===== config.mk =====
export PLATFORM = sky130hd
export DESIGN_NAME = stepper_pulse_gen
export DESIGN_NICKNAME = d
export VERILOG_FILES = /design/src/rtl/stepper_pkg.sv /design/src/rtl/step_phase_timer.sv /design/src/rtl/stepper_pulse_gen.sv
export SDC_FILE = /design/constraint.sdc
export NUM_CORES = 1
export LEC_CHECK = 0
export CAP_MARGIN = 20
export CORE_ASPECT_RATIO = 1.5
export CORE_UTILIZATION = 45
export CTS_CLUSTER_SIZE = 30
export DETAILED_ROUTE_END_ITERATION = 8
export PLACE_DENSITY = 0.76
export REMOVE_ABC_BUFFERS = 1
export SLEW_MARGIN = 15
export SYNTH_ARGS = -nofsm -noshare
export SYNTH_HDL_FRONTEND = slang
export SYNTH_HIERARCHICAL = 1
export SYNTH_SLANG_ARGS = --single-unit

===== constraint.sdc =====
create_clock -name clock -period 2.69 [get_ports clock]
set_input_delay 0.538 -clock clock [delete_from_list [all_inputs] [get_ports clock]]
set_output_delay 0.538 -clock clock [all_outputs]
set_load 0.005 [all_outputs]

===== src/rtl/stepper_pkg.sv =====
// Shared types and constants for the stepper step/direction pulse generator.
package stepper_pkg;

    localparam int STEP_W         = 32;
    localparam int DIR_SETUP_DEF  = 16;
    localparam int MIN_PERIOD_DEF = 4;

    typedef enum logic [2:0] {
        S_IDLE    = 3'd0,
        S_SETUP   = 3'd1,
        S_STEP_HI = 3'd2,
        S_STEP_LO = 3'd3,
        S_DONE    = 3'd4
    } state_t;

    // Unsigned magnitude of a signed step count; -2^31 maps to 2^31.
    function automatic logic [STEP_W-1:0] abs_steps(input logic [STEP_W-1:0] s);
        return s[STEP_W-1] ? (~s + STEP_W'(1)) : s;
    endfunction

endpackage


===== src/rtl/step_phase_timer.sv =====
// Loadable down-counter timing the SETUP, STEP_HI and STEP_LO phases.
module step_phase_timer (
    input  logic        clock,
    input  logic        reset,
    input  logic        load,
    input  logic [15:0] load_val,
    output logic        expired
);

    logic [15:0] cnt;

    always_ff @(posedge clock) begin
        if (reset) begin
            cnt <= '0;
        end else if (load) begin
            cnt <= load_val;
        end else if (cnt != 16'd0) begin
            cnt <= cnt - 16'd1;
        end
    end

    assign expired = (cnt == 16'd1);

endmodule


===== src/rtl/stepper_pulse_gen.sv =====
// Step/direction pulse train generator for one tuner stepper motor,
// with an absolute-position limit interlock.
module stepper_pulse_gen
    import stepper_pkg::*;
#(
    parameter int DIR_SETUP  = DIR_SETUP_DEF,
    parameter int MIN_PERIOD = MIN_PERIOD_DEF
) (
    input  logic              clock,
    input  logic              reset,
    input  logic              move_req,
    input  logic [STEP_W-1:0] move_steps,
    input  logic [15:0]       period,
    input  logic              abort,
    input  logic [STEP_W-1:0] abs_step,
    input  logic [STEP_W-1:0] abs_limit,
    input  logic              clr_fault,
    output logic              step_out,
    output logic              dir_out,
    output logic              busy,
    output logic              done,
    output logic              aborted,
    output logic              limit_fault,
    output logic [STEP_W-1:0] steps_remaining
);

    state_t      state;
    logic [15:0] per_q;
    logic [15:0] hi_len;
    logic [15:0] lo_len;
    logic [15:0] per_clamped;
    logic        abort_q;
    logic        phase_end;
    logic        limit_hit;
    logic        tmr_load;
    logic [15:0] tmr_val;

    assign hi_len      = per_q >> 1;
    assign lo_len      = per_q - hi_len;
    assign per_clamped = (period < 16'(MIN_PERIOD)) ? 16'(MIN_PERIOD) : period;
    assign limit_hit   = (abs_limit != '0) && (abs_step >= abs_limit);

    // Reloading on a transition into DONE is harmless, so load is kept simple.
    always_comb begin
        tmr_load = 1'b0;
        tmr_val  = 16'd0;
        unique case (state)
            S_IDLE: begin
                tmr_load = move_req;
                tmr_val  = 16'(DIR_SETUP);
            end
            S_SETUP: begin
                tmr_load = phase_end;
                tmr_val  = hi_len;
            end
            S_STEP_HI: begin
                tmr_load = phase_end;
                tmr_val  = lo_len;
            end
            S_STEP_LO: begin
                tmr_load = phase_end;
                tmr_val  = hi_len;
            end
            default: begin
                tmr_load = 1'b0;
                tmr_val  = 16'd0;
            end
        endcase
    end

    step_phase_timer u_timer (
        .clock    (clock),
        .reset    (reset),
        .load     (tmr_load),
        .load_val (tmr_val),
        .expired  (phase_end)
    );

    always_ff @(posedge clock) begin
        if (reset) begin
            state           <= S_IDLE;
            step_out        <= 1'b0;
            dir_out         <= 1'b0;
            busy            <= 1'b0;
            done            <= 1'b0;
            aborted         <= 1'b0;
            limit_fault     <= 1'b0;
            steps_remaining <= '0;
            per_q           <= 16'(MIN_PERIOD);
            abort_q         <= 1'b0;
        end else begin
            done <= 1'b0;
            if (clr_fault) limit_fault <= 1'b0;
            unique case (state)
                S_IDLE: begin
                    aborted <= 1'b0;
                    if (move_req) begin
                        busy <= 1'b1;
                        if (limit_fault || move_steps == '0) begin
                            state   <= S_DONE;
                            done    <= 1'b1;
                            aborted <= limit_fault;
                        end else begin
                            state           <= S_SETUP;
                            dir_out         <= ~move_steps[STEP_W-1];
                            steps_remaining <= abs_steps(move_steps);
                            per_q           <= per_clamped;
                            abort_q         <= 1'b0;
                        end
                    end
                end
                S_SETUP: begin
                    if (abort) begin
                        state   <= S_DONE;
                        done    <= 1'b1;
                        aborted <= 1'b1;
                    end else if (phase_end) begin
                        state           <= S_STEP_HI;
                        step_out        <= 1'b1;
                        steps_remaining <= steps_remaining - STEP_W'(1);
                    end
                end
                S_STEP_HI: begin
                    // A short abort pulse is remembered until the step boundary.
                    if (abort) abort_q <= 1'b1;
                    if (phase_end) begin
                        state    <= S_STEP_LO;
                        step_out <= 1'b0;
                    end
                end
                S_STEP_LO: begin
                    if (abort) abort_q <= 1'b1;
                    if (phase_end) begin
                        if (steps_remaining == '0) begin
                            state   <= S_DONE;
                            done    <= 1'b1;
                            aborted <= 1'b0;
                        end else if (limit_hit) begin
                            limit_fault <= 1'b1;
                            state       <= S_DONE;
                            done        <= 1'b1;
                            aborted     <= 1'b1;
                        end else if (abort || abort_q) begin
                            state   <= S_DONE;
                            done    <= 1'b1;
                            aborted <= 1'b1;
                        end else begin
                            state           <= S_STEP_HI;
                            step_out        <= 1'b1;
                            steps_remaining <= steps_remaining - STEP_W'(1);
                        end
                    end
                end
                S_DONE: begin
                    state <= S_IDLE;
                    busy  <= 1'b0;
                end
                default: begin
                    state <= S_IDLE;
                end
            endcase
        end
    end

endmodule


== After elaboration in Yosys (flattened, before gate mapping) ==
Index checks and enable logic that the tools add are counted.

* Bits in latches: 0
* Output and inout bits: 38
* Register bits after elaboration: 74
* Logic and storage cells: 120
* RAM bits: 0
* Bits of input ports: 117
* Memories: 0
* Memory bits (read-only): 0

* $add $sub $neg: 4
* Reductions and logical operators: 23
* Bitwise logic cells: 3
* Shift-type cells: 0
* Eq/ne operators: 18
* $mul: 0
* Muxes and demuxes: 59
* Divide/modulo/power cells: 0
* $lt $le $gt $ge: 2

{| class="wikitable"
|+ Operators by type and width
! cell !! count
|-
| 32-bit two-way mux || 9
|-
| 32-bit one-hot mux with 3 select lines || 1
|-
| 32-bit logical NOT || 2
|-
| 16-bit two-way mux || 3
|-
| 16-bit one-hot mux with 3 select lines || 1
|-
| 32-bit by 1-bit adder with 32-bit output (second input constant) || 1
|-
| 32-bit >= comparator || 1
|-
| 32-bit inverter || 1
|-
| 32-bit nonzero test || 1
|-
| 32-bit by 1-bit subtractor with 32-bit output (second input constant) || 1
|-
| 1-bit two-way mux || 29
|-
| 3-bit two-way mux || 9
|-
| 2-bit inequality test (second input constant) || 10
|-
| 16-bit by 1-bit equality test with 1-bit output (second input constant) || 1
|-
| 16-bit by 3-bit < comparator with 1-bit output (second input constant) || 1
|-
| 16-bit nonzero test || 1
|-
| 16-bit by 1-bit subtractor with 16-bit output (second input constant) || 1
|-
| 16-bit by 15-bit subtractor with 16-bit output || 1
|-
| 3-bit one-hot mux with 4 select lines || 1
|-
| 4-bit AND reduction || 3
|-
| 1-bit one-hot mux with 3 select lines || 3
|-
| 9-bit AND reduction || 1
|-
| 8-bit AND reduction || 1
|-
| 3-bit by 2-bit equality test with 1-bit output (second input constant) || 2
|-
| 16 further kinds || 24
|}

== Longest topological paths before layout ==
Gate-level depths: netlist of run 1.

* Depth after elaboration: 6
* Gate-level depth with buffers: 14

== Cells and area by module ==
Netlist of run 1, hierarchy kept.

{| class="wikitable"
|+ By module, submodules not included
! module !! cells each !! sequential area each (um^2) !! area an instance (um^2) !! instances
|-
| stepper_pulse_gen || 755 || 1161.1 || 5494.0 || 1
|-
| step_phase_timer || 115 || 320.3 || 945.9 || 1
|}

== Worst setup path after synthesis of run 1 ==
OpenSTA, ideal clock, no wires.

* Path kind: input port to flip-flop
* Start point: input port move_steps[0]
* End point: register steps_remaining[29]
* Cell stages on the path: 12
* Library setup time: 0.130 ns
* Setup slack: -0.103 ns
* Arrival time: 2.663 ns
* Required time: 2.560 ns
* Cells stage by stage: inv_1 ha_1 or3b_2 nor4_1 a31oi_1 nand2_1 a21boi_1 a21o_1 buf_6 buf_6 mux2i_1 nor3_2

* Word-level cells in the longest chain between the ends: 6
* Elaborated cells on any way between the ends: 10
* Classes of those cells: add/sub: 1; eq/ne: 1; mux: 4; bitwise: 1; reduce/logical: 3

{| class="wikitable"
|+ Ends and longest elaborated chain
! element !! RTL line !! RTL
|-
| start: declaration || stepper_pulse_gen.sv:12 || <nowiki>input logic [STEP_W-1:0] move_steps,</nowiki>
|-
| 32-bit inverter || stepper_pkg.sv:18 || <nowiki>return s[STEP_W-1] ? (~s + STEP_W'(1)) : s;</nowiki>
|-
| 32-bit by 1-bit adder with 32-bit output || stepper_pkg.sv:18 ||
|-
| 32-bit two-way mux || stepper_pkg.sv:18 ||
|-
| 32-bit two-way mux || stepper_pulse_gen.sv:99 || <nowiki>if (limit_fault || move_steps == '0) begin</nowiki>
|-
| 32-bit two-way mux || stepper_pulse_gen.sv:97 || <nowiki>if (move_req) begin</nowiki>
|-
| 32-bit one-hot mux with 3 select lines || stepper_pulse_gen.sv:94 || <nowiki>unique case (state)</nowiki>
|-
| end signal: assignment || stepper_pulse_gen.sv:106 || <nowiki>steps_remaining <= abs_steps(move_steps);</nowiki>
|-
| end signal: assignment || stepper_pulse_gen.sv:120 || <nowiki>steps_remaining <= steps_remaining - STEP_W'(1);</nowiki>
|-
| end signal: assignment || stepper_pulse_gen.sv:150 || <nowiki>steps_remaining <= steps_remaining - STEP_W'(1);</nowiki>
|-
| end: declaration || stepper_pulse_gen.sv:24 || <nowiki>output logic [STEP_W-1:0] steps_remaining</nowiki>
|}

Parallel ways exist; a longest one is shown, timed or not. The select of a mux whose other input is x is not followed.
A chain may end at the register's enable or synchronous reset.

== Final worst setup path of run 1 ==
* Start point: register steps_remaining[8]
* End point: register steps_remaining[31]

* Word-level cells in the longest chain between the ends: 6
* Elaborated cells on any way between the ends: 11
* Classes of those cells: add/sub: 1; eq/ne: 1; mux: 7; reduce/logical: 2

{| class="wikitable"
|+ Ends and longest elaborated chain
! element !! RTL line !! RTL
|-
| 32-bit by 1-bit subtractor with 32-bit output || stepper_pulse_gen.sv:120, stepper_pulse_gen.sv:150 ||
|-
| 32-bit two-way mux || stepper_pulse_gen.sv:143 || <nowiki>end else if (abort || abort_q) begin</nowiki>
|-
| 32-bit two-way mux || stepper_pulse_gen.sv:138 || <nowiki>end else if (limit_hit) begin</nowiki>
|-
| 32-bit two-way mux || stepper_pulse_gen.sv:134 || <nowiki>if (steps_remaining == '0) begin</nowiki>
|-
| 32-bit two-way mux || stepper_pulse_gen.sv:133 || <nowiki>if (phase_end) begin</nowiki>
|-
| 32-bit one-hot mux with 3 select lines || stepper_pulse_gen.sv:94 ||
|}

Parallel ways exist; a longest one is shown, timed or not. The select of a mux whose other input is x is not followed.

==> flow_summary.json, run 1 <==
{
  "async_flop_share": 0,
  "cp.arrival_ps": 3010,
  "grt_max_degree": 40,
  "min_path_type": "reg -> reg",
  "hpwlAfterDp_um": 16000,
  "min_period_ps": 2800,
  "min_period_over_period": 1.04,
  "firstDrtPassIters": 6,
  "synth_ff_type": "dfxtp_1",
  "drt_iter0_drc": 484,
  "cts_sinks": 74,
  "worst-path-buf-inv": 1,
  "worst_setup_path_start_kind": "flop",
  "yosys_warnings": 6,
  "path_cells": "or4_4 > or4_4 > buf_4 > or3_1 > nor2_2 > nand2_1 > o311ai_0 > a21oi_1",
  "wl_per_cell_um": 17.3,
  "yosysSeqAreaShare": 0.230,
  "num_vias": 7888,
  "drive_gt1_frac": 0.308,
  "die_w_um": 99.7,
  "cellPowerDensity_nw_per_um2": 623,
  "max_slew_margin": 0.544,
  "fillers": 1025,
  "skew_ps": 8.59,
  "drtAntennaViolNets": 0,
  "violations": "negative setup slack",
  "grt-ovfl-total": 0,
  "path_max_fanout": 4,
  "die-area_um2": 14800,
  "ys_types": 73,
  "whs_ps": 503,
  "critPathKind": "reg -> reg",
  "final-seq-area_um2": 1490,
  "timing.fmax_mhz": 357,
  "tritoncts": "yes",
  "clockBufferDepth": 2,
  "syn_to_final_growth_pct": 59.0,
  "remaining_drc_errors": 0,
  "hold_viol_final": 0,
  "grt_use_total": 0.297,
  "synth_area_um2": 6440,
  "crit_path_top_delay_cell": "or4_4",
  "worstPathRequired_ps": 2890,
  "synth.avg_cell_area_um2": 7.40,
  "nNetsFinal": 1316,
  "status": "finished, violations left",
  "clockRootBuffer": "clkbuf_16",
  "critPathMostFrequentCell": "or4_4",
  "grt_pass1_vias": 7632,
  "synthCells": 870,
  "via_per_inst": 5.86,
  "cpPeakStageDelay_ps": 550,
  "ir_drop_mv": 0.384,
  "initial_core_util": 0.460,
  "antenna_found_initial": 2,
  "p_total_uw": 6380,
  "maxCapViolCount": 0,
  "rsz0062_at_grt": "yes",
  "clk_pin_slew_ps": 60,
  "die_y_um": 149,
  "worstSkewPairLatency_ps": 340,
  "synth_edf_count": 0,
  "core_um2": 14000,
  "place.gp.congestion": 0.911,
  "synth-seq-cells": 74,
  "worst_setup_path_end_kind": "flop",
  "row_count": 53,
  "drv_slew": 0,
  "tightest_slew_ps": 678,
  "totalWireLength_um": 23300,
  "setup_ws_ps": -112,
  "p_leak_uw": 0.00435,
  "cpLargestDelayFamily": "simple AND/OR/NAND/NOR gates",
  "multi_input_comb_area_um2": 5350,
  "cts_buffers": 9,
  "pin_count": 155,
  "cts_max_level": 3,
  "setup_violations": 17,
  "port_buffers": 154,
  "hold_buffers": 0,
  "grt_pass1_wl_um": 35300
}
==> logic make-up (layout without fill, tap and decap cells) <==
group / Yosys count / in the layout / share of synthesized area
simple gates: 305 / 305 / 0.248
compound gates: 268 / 268 / 0.260
buf+inv: 107 / 388 / 0.0688
flops: 74 / 74 / 0.230
fa+ha+maj: 53 / 53 / 0.104
xor+xnor: 46 / 46 / 0.0626
mux: 17 / 17 / 0.0264
other cells: 0 / 2 / 0
==> power by group <==
part           switching (µW)  internal, µW
clock                     502           698
sequential                231          1300
combinational            1890          1760
==> flip-flops by register name, summed over array words and instances (netlist names), 3 cells and up <==
name             count
per_q               16
state                3
u_timer/cnt         16
steps_remaining     32
==> synth_stat cells, drive strengths merged, types with 3 or more instances <==
cell type,number,share of area
or2,11,0.011
a221oi,3,0.0041
nand2,48,0.029
o22ai,11,0.011
or4,13,0.016
mux2i,17,0.026
nand3,15,0.012
or3,11,0.011
o21a,6,0.0070
and3,7,0.0068
nor2b,6,0.0058
ha,52,0.10
nand4,11,0.012
a211oi,6,0.0070
buf,15,0.015
inv,69,0.040
a21oi,95,0.074
xnor2,22,0.030
nor3b,6,0.0078
a21o,7,0.0082
dfxtp,74,0.23
o21ai,65,0.051
nor4,25,0.030
o31ai,12,0.014
nor2,94,0.055
a211o,14,0.019
o31a,3,0.0041
xor2,24,0.033
nor3,36,0.030
o41ai,8,0.011
a311oi,3,0.0051
clkbuf,23,0.013
a31oi,8,0.0078
nand2b,15,0.015
==> routing by layer <==
metal,part of all wire,track usage,wire length [µm],vias up
met4,0.054,0.179,1250,0
met3,0.048,0.0390,1110,92
li1,-,-,-,3733
met5,0,0,0,-
met1,0.37,0.316,8620,3731
met2,0.53,0.549,12300,332
==> cells in the final DEF (no fill, tap or decap), drive strengths merged, types with 8 or more instances in the layout <==
cell	synthesis	final
buf	15	154
o22ai	11	11
ha	52	52
nand4	11	11
o41ai	8	8
dlymetal6s2s	0	8
xnor2	22	22
or2	11	11
mux2i	17	17
nor2	94	94
nor3	36	36
clkbuf	23	29
nand2	48	48
dfxtp	74	74
dlygate4sd2	0	40
clkdlybuf4s50	0	77
nor4	25	25
a211o	14	14
xor2	24	24
or4	13	13
a31oi	8	8
inv	69	69
or3	11	11
nand3	15	15
nand2b	15	15
o31ai	12	12
o21ai	65	65
a21oi	95	95
==> tightest hold or removal path, delay by kind of cell, from the launching register on <==
family / cells / cell delay, ps
compound gates: 2 / 120
flops: 1 / 330
==> through the flow <==
stage	utilization	worst slack [ps]	area, µm²	TNS (ps)	cells
global route	0.732	-204	10200	-3130	1345
CTS	0.697	-13.3	9760	-27.3	1335
detailed placement	0.638	-754	8930	-31920	1295
floorplan	-	-1350	6260	-39300	832
global placement	0.638	-649	8930	-27730	1295
finish	0.732	-112	10200	-605	1345
==> area by class of cell <==
type | instances | area share
sequential | 74 | 0.146
multi-input combinational | 689 | 0.522
tap | 192 | 0.0235
antenna | 2 | 0.000489
timing repair buffer | 303 | 0.254
clock inverter | 4 | 0.00244
inverter | 69 | 0.0253
clock buffer | 12 | 0.0260
==> repair_timing <==
action,in CTS,in global routing
endpoints found under the setup margin,56,41
resized for setup,184,153
pin swaps,81,78
cloned,1,1
setup buffers,23,9
==> final timing paths <==
| kind | to | from | slack [ps] | depth (start not counted) |
|---|---|---|---|---|
| hold reg to reg | steps_remaining[27] | steps_remaining[27] | 500 | 2 |
| hold / removal | steps_remaining[27] | steps_remaining[27] | 500 | 2 |
| setup reg to reg | steps_remaining[31] | steps_remaining[8] | -110 | 8 |
| setup / recovery | steps_remaining[31] | steps_remaining[8] | -110 | 8 |
Power figures use the tool's default switching activity.
==> run 2, diff against run 1 <==
CAP_MARGIN = 5   (was 20)
PLACE_DENSITY = 0.74   (was 0.76)
clock period = 3.35 ns   (was 2.69 ns; I/O delays follow)
==> run 2 against run 1 <==
The flow now finishes without violations. Register-to-register slack better by 470 ps. Cell area down 14%. Clock power down 16%. First-iteration DRC count down 40%. Wire length down 16%. Non-clock buffer count down 94. Critical path type is now in -> reg. Largest cell class unchanged. Largest power group unchanged. Highest routed layer unchanged.
==> flow_summary.json, run 2 (synthesis results as in run 1) <==
{
  "hold_viol_final": 0,
  "status": "finished clean",
  "ir_drop_mv": 0.301,
  "hold_buffers": 0,
  "largest-register": "steps_remaining",
  "pin_count": 155,
  "cp.arrival_ps": 3380,
  "die_w_um": 99.7,
  "port_buffers": 154,
  "maxCapViolCount": 0,
  "place.gp.congestion": 0.904,
  "path_max_fanout": 20,
  "clockRootBuffer": "clkbuf_16",
  "min_period_ps": 3150,
  "cellPowerDensity_nw_per_um2": 520,
  "clockBufferDepth": 2,
  "min_path_type": "reg -> reg",
  "tritoncts": "yes",
  "grt_pass1_wl_um": 31900,
  "skew_ps": 9.04,
  "grt_pass1_vias": 6843,
  "wl_per_cell_um": 15.6,
  "worstPathRequired_ps": 3580,
  "totalWireLength_um": 19500,
  "wl_met1_um": 7850,
  "post_cts_resized": 0,
  "p_leak_uw": 0.00360,
  "grt_max_degree": 47,
  "largest_reg_flops": 32,
  "final_util": 0.630,
  "final_common_cell": "clkdlybuf4s50_1",
  "worst_setup_path_start_kind": "input port",
  "setup_violations": 0,
  "drtAntennaViolNets": 0,
  "core_um2": 14000,
  "via_per_inst": 5.68,
  "min_period_over_period": 0.940,
  "drive_gt1_frac": 0.0946,
  "tightest_slew_ps": 768,
  "nNetsFinal": 1222,
  "top_regs": "steps_remaining: 32 flops, per_q: 16 flops, u_timer/cnt: 16 flops",
  "rsz0062_at_grt": "no",
  "initial_core_util": 0.460,
  "die_y_um": 149,
  "timing.fmax_mhz": 318,
  "worstSkewPairLatency_ps": 330,
  "antenna_found_initial": 0,
  "syn_to_final_growth_pct": 36.9,
  "max_slew_margin": 0.484,
  "top_layer": "met4",
  "place_area_um2": 8500,
  "grt_use_total": 0.266,
  "remaining_drc_errors": 0,
  "drv_slew": 0,
  "worstReg2RegEnd": "steps_remaining[9]",
  "endpoint": "steps_remaining[9]",
  "grt-ovfl-total": 0,
  "cts_buffers": 9,
  "critPathKind": "in -> reg",
  "final_cell_mix": "153 x clkdlybuf4s50_1, 95 x a21oi_1, 94 x nor2_1",
  "drt_iter0_drc": 288,
  "met3_length_um": 661,
  "reg2reg_from": "steps_remaining[8]",
  "hpwlAfterDp_um": 15400,
  "ff2ff_path_depth": 9,
  "diodes": 0,
  "cts_sinks": 74,
  "post_cts_buffers": 0,
  "clk_pin_slew_ps": 60,
  "fin_area_um2": 8820,
  "num_vias": 7090,
  "row_count": 53,
  "firstDrtPassIters": 5,
  "wl_met2_um": 10400,
  "rrSetupSlack_ps": 360,
  "crit_start": "abs_limit[15]",
  "die-area_um2": 14800,
  "cts_max_level": 3,
  "worst_setup_path_end_kind": "flop"
}
## run 2: changes by cell type in the layout (fill, tap and decap cells not counted), sizes merged, moves of 2 or more
cell / change
clkdlybuf4s50: +76
clkbuf: -17
clkinvlp: -2
diode: -2
dlygate4sd2: -40
dlymetal6s2s: -8
clkdlybuf4s15: -7
buf: -98
## run 2: worst min path at each step
| stage | startpoint | to | slack [ps] | cells after the start |
|---|---|---|---|---|
| 6_report | per_q[0] | per_q[0] | 490 | 2 |
| 3_3_place_gp | dir_out | dir_out | 470 | 2 |
| 2_1_floorplan | per_q[0] | per_q[0] | 450 | 2 |
| 3_5_place_dp | per_q[0] | per_q[0] | 480 | 2 |
| 4_1_cts | per_q[0] | per_q[0] | 490 | 2 |
| 5_1_grt | dir_out | dir_out | 520 | 2 |
## run 2: final cells by class
cell class / instances / area [µm²]
Fill cell: 1280 / 5180
Multi-Input combinational cell: 689 / 4530
Timing Repair Buffer: 209 / 2000
Sequential cell: 74 / 1480
Inverter: 69 / 259
Clock buffer: 12 / 256
Tap cell: 192 / 240
Clock inverter: 4 / 48.8
## run 2: per-layer routing
layer / vias up / GRT usage
met2: 194 / 0.509
met3: 41 / 0.0254
met1: 3309 / 0.297
met4: 0 / 0.106
li1: 3546 / -
met5: - / 0
## run 2: critical path, cell delays in order
cell and delay [ps]:
clkdlybuf4s50_1 480, inv_1 50, ha_1 300, nand4_1 110
nor3_1 300, o2111ai_1 150, a311oi_1 390, o31a_1 200
a21o_1 160, buf_12 170, o21ba_1 160, o221a_1 220
## run 2: where the power goes
group,internal [µW],switching [µW]
Combinational,1090,1230
Clock,619,395
Sequential,1040,210
Total,2750,1840
## run 2: stage by stage
stage / std cells / setup WS [ps] / TNS, ps / power, µW / hold slack, ps
global route: 1249 / 8.05 / 0 / 4900 / 517
global placement: 1233 / -93.1 / -1130 / 3530 / 470
floorplan: 832 / -826 / -20680 / 2710 / 454
detailed placement: 1233 / -201 / -3810 / 3560 / 479
finish: 1249 / 201 / 0 / 4580 / 488
CTS: 1249 / 146 / 0 / 4580 / 492
==> run 3, diff against run 2 <==
REMOVE_ABC_BUFFERS = not set   (was 1)
==> run 3 against run 2 <==
Clock skew is 0.51 ps lower. Via count hardly changed. Critical path depth is 1 higher. Non-clock buffer count is 1 higher. Cell area is 0.27% higher. Combinational power hardly changed. Count of clock-buffer cells in the layout is 1 lower. Sequential share of layout area hardly changed. Clock power is 5% higher. Largest cell class unchanged. Setup slack worse by 74 ps.
==> flow_summary.json, run 3 (synthesis results as in run 1) <==
{
  "ir_drop_mv": 0.288,
  "whs_ps": 488,
  "worst_setup_path_start_kind": "input port",
  "min_period_over_period": 0.962,
  "timing.fmax_mhz": 310,
  "fillers": 1279,
  "setup_violations": 0,
  "hold_viol_final": 0,
  "grt_use_total": 0.267,
  "cellPowerDensity_nw_per_um2": 523,
  "p_leak_uw": 0.00360,
  "fin_area_um2": 8840,
  "core_um2": 14000,
  "cts_sinks": 74,
  "die_y_um": 149,
  "syn_nets": 1040,
  "diodes": 0,
  "clockBufferDepth": 2,
  "drive_gt1_frac": 0.0992,
  "cts_buffers": 9,
  "nNetsFinal": 1223,
  "num_vias": 7086,
  "die_w_um": 99.7,
  "stdcell_count": 1250,
  "die-area_um2": 14800,
  "drt_iter0_drc": 329,
  "initial_core_util": 0.460,
  "final-seq-area_um2": 1480,
  "pin_count": 155,
  "grt_pass1_vias": 6964,
  "largest_reg_flops": 32,
  "worstPathRequired_ps": 3540,
  "clockRootBuffer": "clkbuf_16",
  "hpwlAfterDp_um": 15400,
  "path_max_fanout": 12,
  "remaining_drc_errors": 0,
  "via_per_inst": 5.67,
  "final_util": 0.632,
  "final_common_cell": "clkdlybuf4s50_1",
  "place_ws_ps": -216,
  "status": "finished clean",
  "port_buffers": 154,
  "grt_max_degree": 40,
  "row_count": 53,
  "post_cts_buffers": 0,
  "totalWireLength_um": 19500,
  "multi_input_comb_area_um2": 4550,
  "tritoncts": "yes",
  "wl_per_cell_um": 15.6,
  "firstDrtPassIters": 5,
  "place.gp.congestion": 0.902,
  "min_period_ps": 3220,
  "grt_pass1_wl_um": 31700,
  "post-place-cells": 1234,
  "largest-register": "steps_remaining",
  "drtAntennaViolNets": 0,
  "setup_ws_ps": 127,
  "min_path_type": "reg -> reg",
  "syn_to_final_growth_pct": 37.3,
  "cp.arrival_ps": 3420,
  "antenna_found_initial": 0,
  "cts_max_level": 3,
  "grt-ovfl-total": 0,
  "tightest_slew_ps": 729,
  "worstSkewPairLatency_ps": 340,
  "skew_ps": 8.53,
  "worst_setup_path_end_kind": "flop",
  "maxCapViolCount": 0,
  "place_area_um2": 8480,
  "drv_slew": 0,
  "max_slew_margin": 0.501,
  "critPathKind": "in -> reg",
  "final_cell_mix": "153 x clkdlybuf4s50_1, 94 x nor2_1, 94 x a21oi_1",
  "top_regs": "steps_remaining: 32 flops, per_q: 16 flops, u_timer/cnt: 16 flops",
  "clk_pin_slew_ps": 60
}
run 3: per-layer routing:
layer / track usage / part of all wire
met5: 0 / 0
met4: 0.126 / 0.042
met3: 0.0357 / 0.046
met2: 0.510 / 0.53
met1: 0.282 / 0.39
run 3: final timing paths:
kind / depth (start not counted) / endpoint / start / slack [ps]
max: 13 / steps_remaining[3] / move_steps[1] / 130
min: 2 / per_q[0] / per_q[0] / 490
min reg2reg: 2 / per_q[0] / per_q[0] / 490
max reg2reg: 13 / u_timer/cnt[13] / per_q[3] / 260
run 3: stage by stage:
| step | total power [µW] | TNS, ps |
|---|---|---|
| floorplan | 2760 | 0 |
| global placement | 3500 | -4160 |
| detailed placement | 3530 | -4840 |
| CTS | 4600 | 0 |
| global route | 4950 | -131 |
| finish | 4620 | 0 |
run 3: critical path: stages:
cell and delay [ps]:
clkdlybuf4s50_1 430, inv_1 90, ha_1 170, or3b_2 510, nor4_2 380, a31oi_1 170
nand2_1 110, a21boi_1 220, a21o_1 200, buf_6 180, buf_4 140, nand2b_1 100
a21oi_1 60
run 3: final cells by class:
class	instances	share of cell area
Tap cell	192	0.0272
Timing Repair Buffer	210	0.225
Multi-Input combinational cell	689	0.515
Clock buffer	11	0.0275
Inverter	69	0.0293
Sequential cell	74	0.168
Clock inverter	5	0.00878
run 3: timing repair:
item | in CTS | in global routing
endpoints found under the setup margin | 0 | 25
hold buffers | 0 | 0
endpoints found under the hold margin | 0 | 0
resized for setup | 0 | 10
run 3: report_power, final:
group	switching [µW]	internal (µW)	leakage, µW
Combinational	1240	1080	0.00284
Clock	386	670	0.000156
Sequential	209	1040	0.000607
